[config.mk]
export PLATFORM = sky130hd
export DESIGN_NAME = traffic_phase_scheduler
export DESIGN_NICKNAME = d
export VERILOG_FILES = /design/src/rtl/traffic_pkg.sv /design/src/rtl/traffic_rr_pick.sv /design/src/rtl/traffic_phase_scheduler.sv
export SDC_FILE = /design/constraint.sdc
export NUM_CORES = 1
export LEC_CHECK = 0
export ABC_AREA = 1
export CAP_MARGIN = 0
export CORE_ASPECT_RATIO = 1.75
export CORE_MARGIN = 2
export CORE_UTILIZATION = 55
export CTS_CLUSTER_SIZE = 12
export DETAILED_ROUTE_END_ITERATION = 10
export DONT_BUFFER_PORTS = 1
export PLACE_DENSITY_LB_ADDON = 0.08
export SLEW_MARGIN = 5
export SYNTH_ARGS = -nofsm -noshare
export SYNTH_HDL_FRONTEND = slang
export SYNTH_HIERARCHICAL = 1
export SYNTH_SLANG_ARGS = --single-unit
export TNS_END_PERCENT = 30
[constraint.sdc]
create_clock -name clk -period 4.95 [get_ports clk]
set_input_delay 0.7425 -clock clk [delete_from_list [all_inputs] [get_ports clk]]
set_output_delay 0.7425 -clock clk [all_outputs]
set_load 0.1 [all_outputs]
[src/rtl/traffic_pkg.sv]
// Shared types for the intersection phase scheduler.
// Light codes ({R,Y,G}) and the sequencer state encoding.
package traffic_pkg;

  localparam logic [2:0] LT_RED = 3'b100;
  localparam logic [2:0] LT_YEL = 3'b010;
  localparam logic [2:0] LT_GRN = 3'b001;

  typedef enum logic [1:0] {
    GREEN   = 2'd0,
    YELLOW  = 2'd1,
    ALL_RED = 2'd2
  } sched_state_t;

endpackage

[src/rtl/traffic_rr_pick.sv]
// Combinational round-robin picker: first pending index after last.
// Ports: pending, last -> sel (HOME_PHASE when none), any.
module traffic_rr_pick
  import traffic_pkg::*;
#(
  parameter int NUM_PHASES = 4,
  parameter int HOME_PHASE = 0
) (
  input  logic [NUM_PHASES-1:0]         pending,
  input  logic [$clog2(NUM_PHASES)-1:0] last,
  output logic [$clog2(NUM_PHASES)-1:0] sel,
  output logic                          any
);

  localparam int PW = $clog2(NUM_PHASES);

  int            idx;
  logic [PW-1:0] idx_l;

  // Walk offsets from farthest to nearest so the nearest hit wins;
  // offset NUM_PHASES wraps back to last itself.
  always_comb begin
    sel   = PW'(HOME_PHASE);
    any   = |pending;
    idx   = 0;
    idx_l = '0;
    for (int k = NUM_PHASES; k >= 1; k--) begin
      idx = int'(last) + k;
      if (idx >= NUM_PHASES) idx = idx - NUM_PHASES;
      idx_l = PW'(idx);
      if (pending[idx_l]) sel = idx_l;
    end
  end

endmodule

[src/rtl/traffic_phase_scheduler.sv]
// N-approach signal sequencer: round-robin GREEN->YELLOW->ALL_RED.
// Ports: clk, rst_n, req -> lights, active_phase, green_valid.
// Optional EMERGENCY_PREEMPT_EN adds emg_req/emg_phase preemption.
module traffic_phase_scheduler
  import traffic_pkg::*;
#(
  parameter int NUM_PHASES  = 4,
  parameter int HOME_PHASE  = 0,
  parameter int MIN_GREEN   = 20,
  parameter int MAX_GREEN   = 60,
  parameter int YELLOW_TIME = 10,
  parameter int ALLRED_TIME = 4
) (
  input  logic                          clk,
  input  logic                          rst_n,
  input  logic [NUM_PHASES-1:0]         req,
`ifdef EMERGENCY_PREEMPT_EN
  input  logic                          emg_req,
  input  logic [$clog2(NUM_PHASES)-1:0] emg_phase,
`endif
  output logic [3*NUM_PHASES-1:0]       lights,
  output logic [$clog2(NUM_PHASES)-1:0] active_phase,
  output logic                          green_valid
);

  localparam int PW = $clog2(NUM_PHASES);
  localparam int TW = $clog2(MAX_GREEN + 1);

  sched_state_t          state_q, state_d;
  logic [TW-1:0]         timer_q, timer_d;
  logic [NUM_PHASES-1:0] pending_q, pending_d;
  logic [PW-1:0]         active_q, active_d;

  logic [PW-1:0]         pick_sel;
  logic                  pick_any;
  logic [NUM_PHASES-1:0] act_oh;
  logic [NUM_PHASES-1:0] new_oh;
  logic [NUM_PHASES-1:0] set_m;
  logic [NUM_PHASES-1:0] clr_m;
  logic                  others;
  logic                  go;
  logic [PW-1:0]         pick;

  traffic_rr_pick #(
    .NUM_PHASES (NUM_PHASES),
    .HOME_PHASE (HOME_PHASE)
  ) u_pick (
    .pending (pending_q),
    .last    (active_q),
    .sel     (pick_sel),
    .any     (pick_any)
  );

  always_ff @(posedge clk or negedge rst_n) begin
    if (!rst_n) begin
      state_q   <= ALL_RED;
      timer_q   <= '0;
      pending_q <= '0;
      active_q  <= '0;
    end else begin
      state_q   <= state_d;
      timer_q   <= timer_d;
      pending_q <= pending_d;
      active_q  <= active_d;
    end
  end

  always_comb begin
    state_d  = state_q;
    active_d = active_q;
    act_oh   = NUM_PHASES'(1) << active_q;
    others   = |(pending_q & ~act_oh);
    go       = 1'b0;
    pick     = pick_any ? pick_sel : PW'(HOME_PHASE);
`ifdef EMERGENCY_PREEMPT_EN
    if (emg_req) pick = emg_phase;
`endif
    case (state_q)
      GREEN: begin
        go = (timer_q >= TW'(MIN_GREEN - 1)) && others &&
             (!req[active_q] || timer_q == TW'(MAX_GREEN - 1));
`ifdef EMERGENCY_PREEMPT_EN
        // Preempt ignores MIN_GREEN; the chosen phase holds green.
        if (emg_req) go = (active_q != emg_phase);
`endif
        if (go) state_d = YELLOW;
      end
      YELLOW: begin
        if (timer_q == TW'(YELLOW_TIME - 1)) state_d = ALL_RED;
      end
      ALL_RED: begin
        if (timer_q == TW'(ALLRED_TIME - 1)) begin
          state_d  = GREEN;
          active_d = pick;
        end
      end
      default: state_d = ALL_RED;
    endcase

    // Timer restarts on any state change; green saturates at the cap.
    if (state_d != state_q)
      timer_d = '0;
    else if (state_q == GREEN && timer_q == TW'(MAX_GREEN - 1))
      timer_d = timer_q;
    else
      timer_d = timer_q + TW'(1);

    // Demand is latched except for the phase already green;
    // clearing on green entry wins over a same-cycle set.
    new_oh = NUM_PHASES'(1) << active_d;
    set_m  = req & ~((state_q == GREEN) ? act_oh : '0);
    clr_m  = (state_q == ALL_RED && state_d == GREEN) ? new_oh : '0;
    pending_d = (pending_q | set_m) & ~clr_m;
  end

  always_comb begin
    lights       = {NUM_PHASES{LT_RED}};
    active_phase = active_q;
    green_valid  = (state_q == GREEN);
    for (int i = 0; i < NUM_PHASES; i++) begin
      if (active_q == PW'(i)) begin
        if (state_q == GREEN)  lights[3*i +: 3] = LT_GRN;
        if (state_q == YELLOW) lights[3*i +: 3] = LT_YEL;
      end
    end
  end

endmodule

Word level (Yosys, flattened, before mapping). Index checks and enable logic that the tools add are counted.

Shift-type cells: 2. Magnitude comparators: 10. Bitwise operators: 7. Equality and inequality tests: 10. Add/sub/neg operators: 9. Reductions and logical operators: 11. Multiplexer cells: 35.

Operators by type and width (number): 2-to-1 mux 2 bit (14); 2-to-1 mux 3 bit (6); less-than comparator 2 x 3 -> 1 bit (second input constant) (5); AND 4 bit (3); 2-to-1 mux 6 bit (2); inverter 4 bit (3); binary-select mux 1 bit (select 2 bit) (5); greater-or-equal comparator 3 bit (second input constant) (3); 2-to-1 mux 4 bit (2); OR reduction 4 bit (2); << shifter 1 x 2 -> 4 bit (first input constant) (2); subtractor 2 x 1 -> 2 bit (second input constant) (4); adder 2 x 2 -> 3 bit (second input constant) (2); adder 6 x 1 -> 6 bit (second input constant) (1); equality test 2 bit (second input constant) (3); equality test 6 x 2 -> 1 bit (second input constant) (1); equality test 6 x 4 -> 1 bit (second input constant) (1); equality test 6 bit (second input constant) (1); greater-or-equal comparator 6 x 5 -> 1 bit (second input constant) (1); zero test 2 bit (3); one-hot mux 2 bit (3 select lines) (1); 2-to-1 mux 1 bit (5); adder 2 x 3 -> 4 bit (second input constant) (1); equality test 2 x 1 -> 1 bit (second input constant) (2); other kinds (8) (11).

Bits of input ports: 6. Word-level logic and storage cells: 88. Flip-flop bits (word level): 14. Output and inout port bits: 15.

Longest topological paths before layout.
Depth after elaboration: 16. Depth in mapped cells: 19. Depth with buffers taken out: 18.

Modules after synthesis. The synthesis kept the hierarchy.

Modules (own cells, without submodules): traffic_phase_scheduler (seq. area each 351.6 sq um, cells an instance 133, times used 1, area an instance 992.2 sq um); traffic_rr_pick (seq. area each 0.0 sq um, cells an instance 51, times used 1, area an instance 266.5 sq um).

Worst setup path before layout. No wires, ideal clock.

Path type: reg2out. From: register active_q[1] (netlist: active_phase[1]). To: output lights[10]. Required time: 4.208 ns. Path buffers: 0. Stages on the path, launching flop included: 3. Path slack: 0.434 ns. Data arrival time: 3.773 ns. Cell sequence: dfrtp_1 -> nand3_1 -> nor2_1.

Word-level cells in the longest chain between the ends: 2.

RTL lines: from (decl) (line traffic_phase_scheduler.sv:32) `logic [PW-1:0] active_q, active_d;`; from (signal assigned) (line traffic_phase_scheduler.sv:64) `active_q <= active_d;`; equality test 2 bit (line traffic_phase_scheduler.sv:121) `if (active_q == PW'(i)) begin`; 2-to-1 mux 3 bit (line traffic_phase_scheduler.sv:121); to (decl) (line traffic_phase_scheduler.sv:21) `output logic [3*NUM_PHASES-1:0] lights,`.

No other way between the ends.

Worst setup path in the final report.
From: register state_q[0]. To: output lights[6].

Word-level cells in the longest chain between the ends: 4. Elaborated cells on any way between the ends: 5. Those cells by class: eq/ne (1); mux (3); reduce/logical (1).

RTL lines: from (decl) (line traffic_phase_scheduler.sv:29) `sched_state_t state_q, state_d;`; from (signal assigned) (line traffic_phase_scheduler.sv:61) `state_q <= state_d;`; zero test 2 bit; named net green_valid (line traffic_phase_scheduler.sv:23) `output logic green_valid`; 2-to-1 mux 3 bit (line traffic_phase_scheduler.sv:122) `if (state_q == GREEN) lights[3*i +: 3] = LT_GRN;`; 2-to-1 mux 3 bit (line traffic_phase_scheduler.sv:123) `if (state_q == YELLOW) lights[3*i +: 3] = LT_YEL;`; 2-to-1 mux 3 bit (line traffic_phase_scheduler.sv:121).

The timed path passes the listed nets, and every way through them passes these cells.

==> impl_metrics.toml <==
[finish]
synthToLayoutAreaGrowth_pct = 10.54
multi_input_area_sq_um = 772.0
nFillCells = 216
final_area_sq_mm = 0.001391
regArea_sq_um = 351.6
drive_above_1_share_pct = 29.69
n_antenna_cell = 0
fin_cells = 217
nets = 201

[route]
via_count = 1140
totalWireLength_um = 3087
routedWlPerCell_um = 14.23
ant_nets = 0
first_iter_violations = 12
firstDrtPassIters = 3
drc = 0
routed_via_density = 5.253

[clocking]
cts_sinks = 14
cts_hold_buf = 0
htreeDepth = 1
cts_tree = "yes"
cts_root_buf = "clkbuf_8"
insertion_delay_ns = 0.25
cts_buffers = 3
post_cts_buffers = 0
clk_pin_slew_worst_paths_ns = 0.06
clk_path_buf_depth = 2
cts-resized-gates = 0

[place]
dpl.hpwl_um = 2558
place.gp.congestion = 0.7890
dp_cells = 213
io_buffer_count = 0
dpl_cell_area_sq_mm = 0.001336

[floorplanning]
ios = 21
dieWidth_um = 40.16
die_h_um = 67.29
start_util_pct = 56.80
die_area_sq_mm = 0.002702
design.core.area_sq_mm = 0.002216
core.rowCount = 23

[grt]
grt_use_met2_pct = 53.83
grt_max_degree = 17
grt_busiest_layer = "met2"
grt_use_total_pct = 27.41
grt_pass1_wl_um = 4871
grt_pass1_vias = 1154
grt.overflow.total = 0
met1_usage_pct = 24.21
antenna_found_initial = 0
use_met3_pct = 3.947

[run]
maxCapViolCount = 0

[setup_path]
crit_type = "reg2out"
critPathMaxFanout = 5
end_kind = "output port"
worstSetupStartpointType = "register"
worstSetupEndpoint = "lights[6]"
cp-startpoint = "state_q[0]"
reg2reg_to = "pending_q[0]"
cp.arrival_ns = 2.44
cp.required_ns = 4.21
r2r_cells = 6
reg2reg_slack_ns = 2.32
reg2reg_from = "state_q[0]"

[yosys]
netlist_area_sq_mm = 0.001259
ys_seq_area_share_pct = 27.93
synth_cell_types = 30
synth_warnings = 6
syn_area_per_cell_sq_um = 6.841
postSynthCellCount = 184
ys_ff_latch = 14
synth_nets = 192

[worst_hold_path]
hold_path_class = "in2async"

[timing]
finClkSkew_ns = 0.005547
tightest_slew_ns = 1.100
rsz0062_at_grt = "no"
final_hold_viol_count = 0
drv_slew = 0
timing.fmax_mhz = 313.8
setup_viol = 0
min_period_over_period_pct = 64.39
final.min_clock_period_ns = 3.187
slew-limit-headroom_pct = 26.57
setup_tns_ns = 0

[power_and_ir_drop]
p_per_area_mw_per_mm2 = 683.7
peakVddDrop_mv = 0.4858
p_leak_nw = 0.7437

[status]
status = "complete, no violations"
[cells in the final DEF (no fill, tap or decap)]
master    netlist  final
o21ai_0         1      1
nor3_1          6      6
nand2_2        10     10
nand3b_1        1      1
inv_1          28     28
o21bai_1        3      3
nand2_1        46     46
inv_2           7      7
o21ai_1         3      3
xor2_1          3      3
nor2_1         18     10
a21oi_1         2      2
nor2_4          3      3
nand2_4         2      2
nor2_2          2     10
nand4_4         1      1
o21ai_2         6      6
buf_4           0      5
dfstp_2         1      1
a21oi_4         1      1
nor3_2          2      2
inv_4           2      2
nand3_2         1      1
a21oi_2         1      1
dfrtp_1        13     13
xnor2_1         1      1
clkbuf_8        0      4
nand3_1        15     15
nor2_8          1      1
nand4_1         1      1
ha_1            2      2
[per-layer routing]
metal / vias up / share of wire, %
li1: 584 / -
met1: 532 / 34
met2: 17 / 61
met3: 7 / 3.2
met4: 0 / 2.5
met5: - / 0
[kinds of logic (layout without fill, tap and decap cells)]
logic type / after synthesis / count (layout) / synth area share (%)
XOR/XNOR: 4 / 4 / 2.784
flip-flops: 14 / 14 / 27.93
adder cells (fa/ha/maj): 2 / 2 / 1.988
AND/OR/NAND/NOR: 109 / 109 / 44.63
buffers and inverters: 38 / 46 / 12.33
AO/OA/AOI/OAI: 17 / 17 / 10.34
[power breakdown]
part	leakage [nW]	internal (mW)	switching [mW]
clock network	0.0288	0.0706	0.0451
registers	0.159	0.147	0.0398
logic	0.556	0.134	0.515
total	0.744	0.351	0.600
[cell usage after synthesis]
master | count | share of area, %
dfstp_2 | 1 | 2.1
o21bai_1 | 3 | 1.8
nand2_1 | 46 | 14
a21oi_1 | 2 | 0.80
nor2_8 | 1 | 1.6
inv_2 | 7 | 2.1
nand3_1 | 15 | 6.0
nor3_2 | 2 | 1.6
dfrtp_1 | 13 | 26
nand4_4 | 1 | 1.7
nand3b_1 | 1 | 0.60
o21ai_0 | 1 | 0.40
a21oi_2 | 1 | 0.70
a21oi_4 | 1 | 1.3
nand4_1 | 1 | 0.50
nor2_1 | 18 | 5.4
nor3_1 | 6 | 2.4
nand3_2 | 1 | 0.80
xnor2_1 | 1 | 0.70
nor2_2 | 2 | 0.99
nand2_2 | 10 | 5.0
inv_4 | 2 | 0.99
inv_1 | 28 | 8.3
nand2_4 | 2 | 1.8
buf_6 | 1 | 0.89
ha_1 | 2 | 2.0
nor2_4 | 3 | 2.7
o21ai_2 | 6 | 4.2
o21ai_1 | 3 | 1.2
xor2_1 | 3 | 2.1
[state kept, by name, indices dropped and copies added, names as in the netlist]
signal,count
timer_q,6
active_phase,2
state_q,2
pending_q,4
[final cells by class]
class / instances / share of cell area, %
repair buffers: 5 / 2.698
flip-flops and latches: 14 / 25.27
well taps: 25 / 2.248
multi-input cells: 132 / 55.49
inverters: 37 / 10.34
clock buffers: 4 / 3.957
[stage by stage]
stage	hold slack (ns)	power (mW)	worst slack, ns	util, %
2_1_floorplan	0.4469	0.7414	0.4344	-
3_3_place_gp	0.4472	0.8244	2.062	60.30
3_5_place_dp	0.4472	0.8372	2.040	60.30
4_1_cts	0.1786	0.9534	1.763	62.79
5_1_grt	0.1711	1.012	1.720	62.79
6_report	0.1759	0.9513	1.763	62.79
[critical path, cell delays in order (launching register included)]
cell and delay [ns]:
dfrtp_1 0.42, nor2_4 0.56, inv_1 0.31, nor2_2 0.90
[worst min path at each step]
stage          start         endpoint  slack [ns]  cells past startpoint
6_report       rst_n     pending_q[1]        0.18                      0
5_1_grt        rst_n       timer_q[0]        0.17                      0
4_1_cts        rst_n     pending_q[1]        0.18                      0
3_5_place_dp   rst_n     pending_q[1]        0.45                      0
3_3_place_gp   rst_n     pending_q[1]        0.45                      0
2_1_floorplan  rst_n  active_phase[0]        0.45                      0
Note: power is estimated with default switching activity, not from simulation.
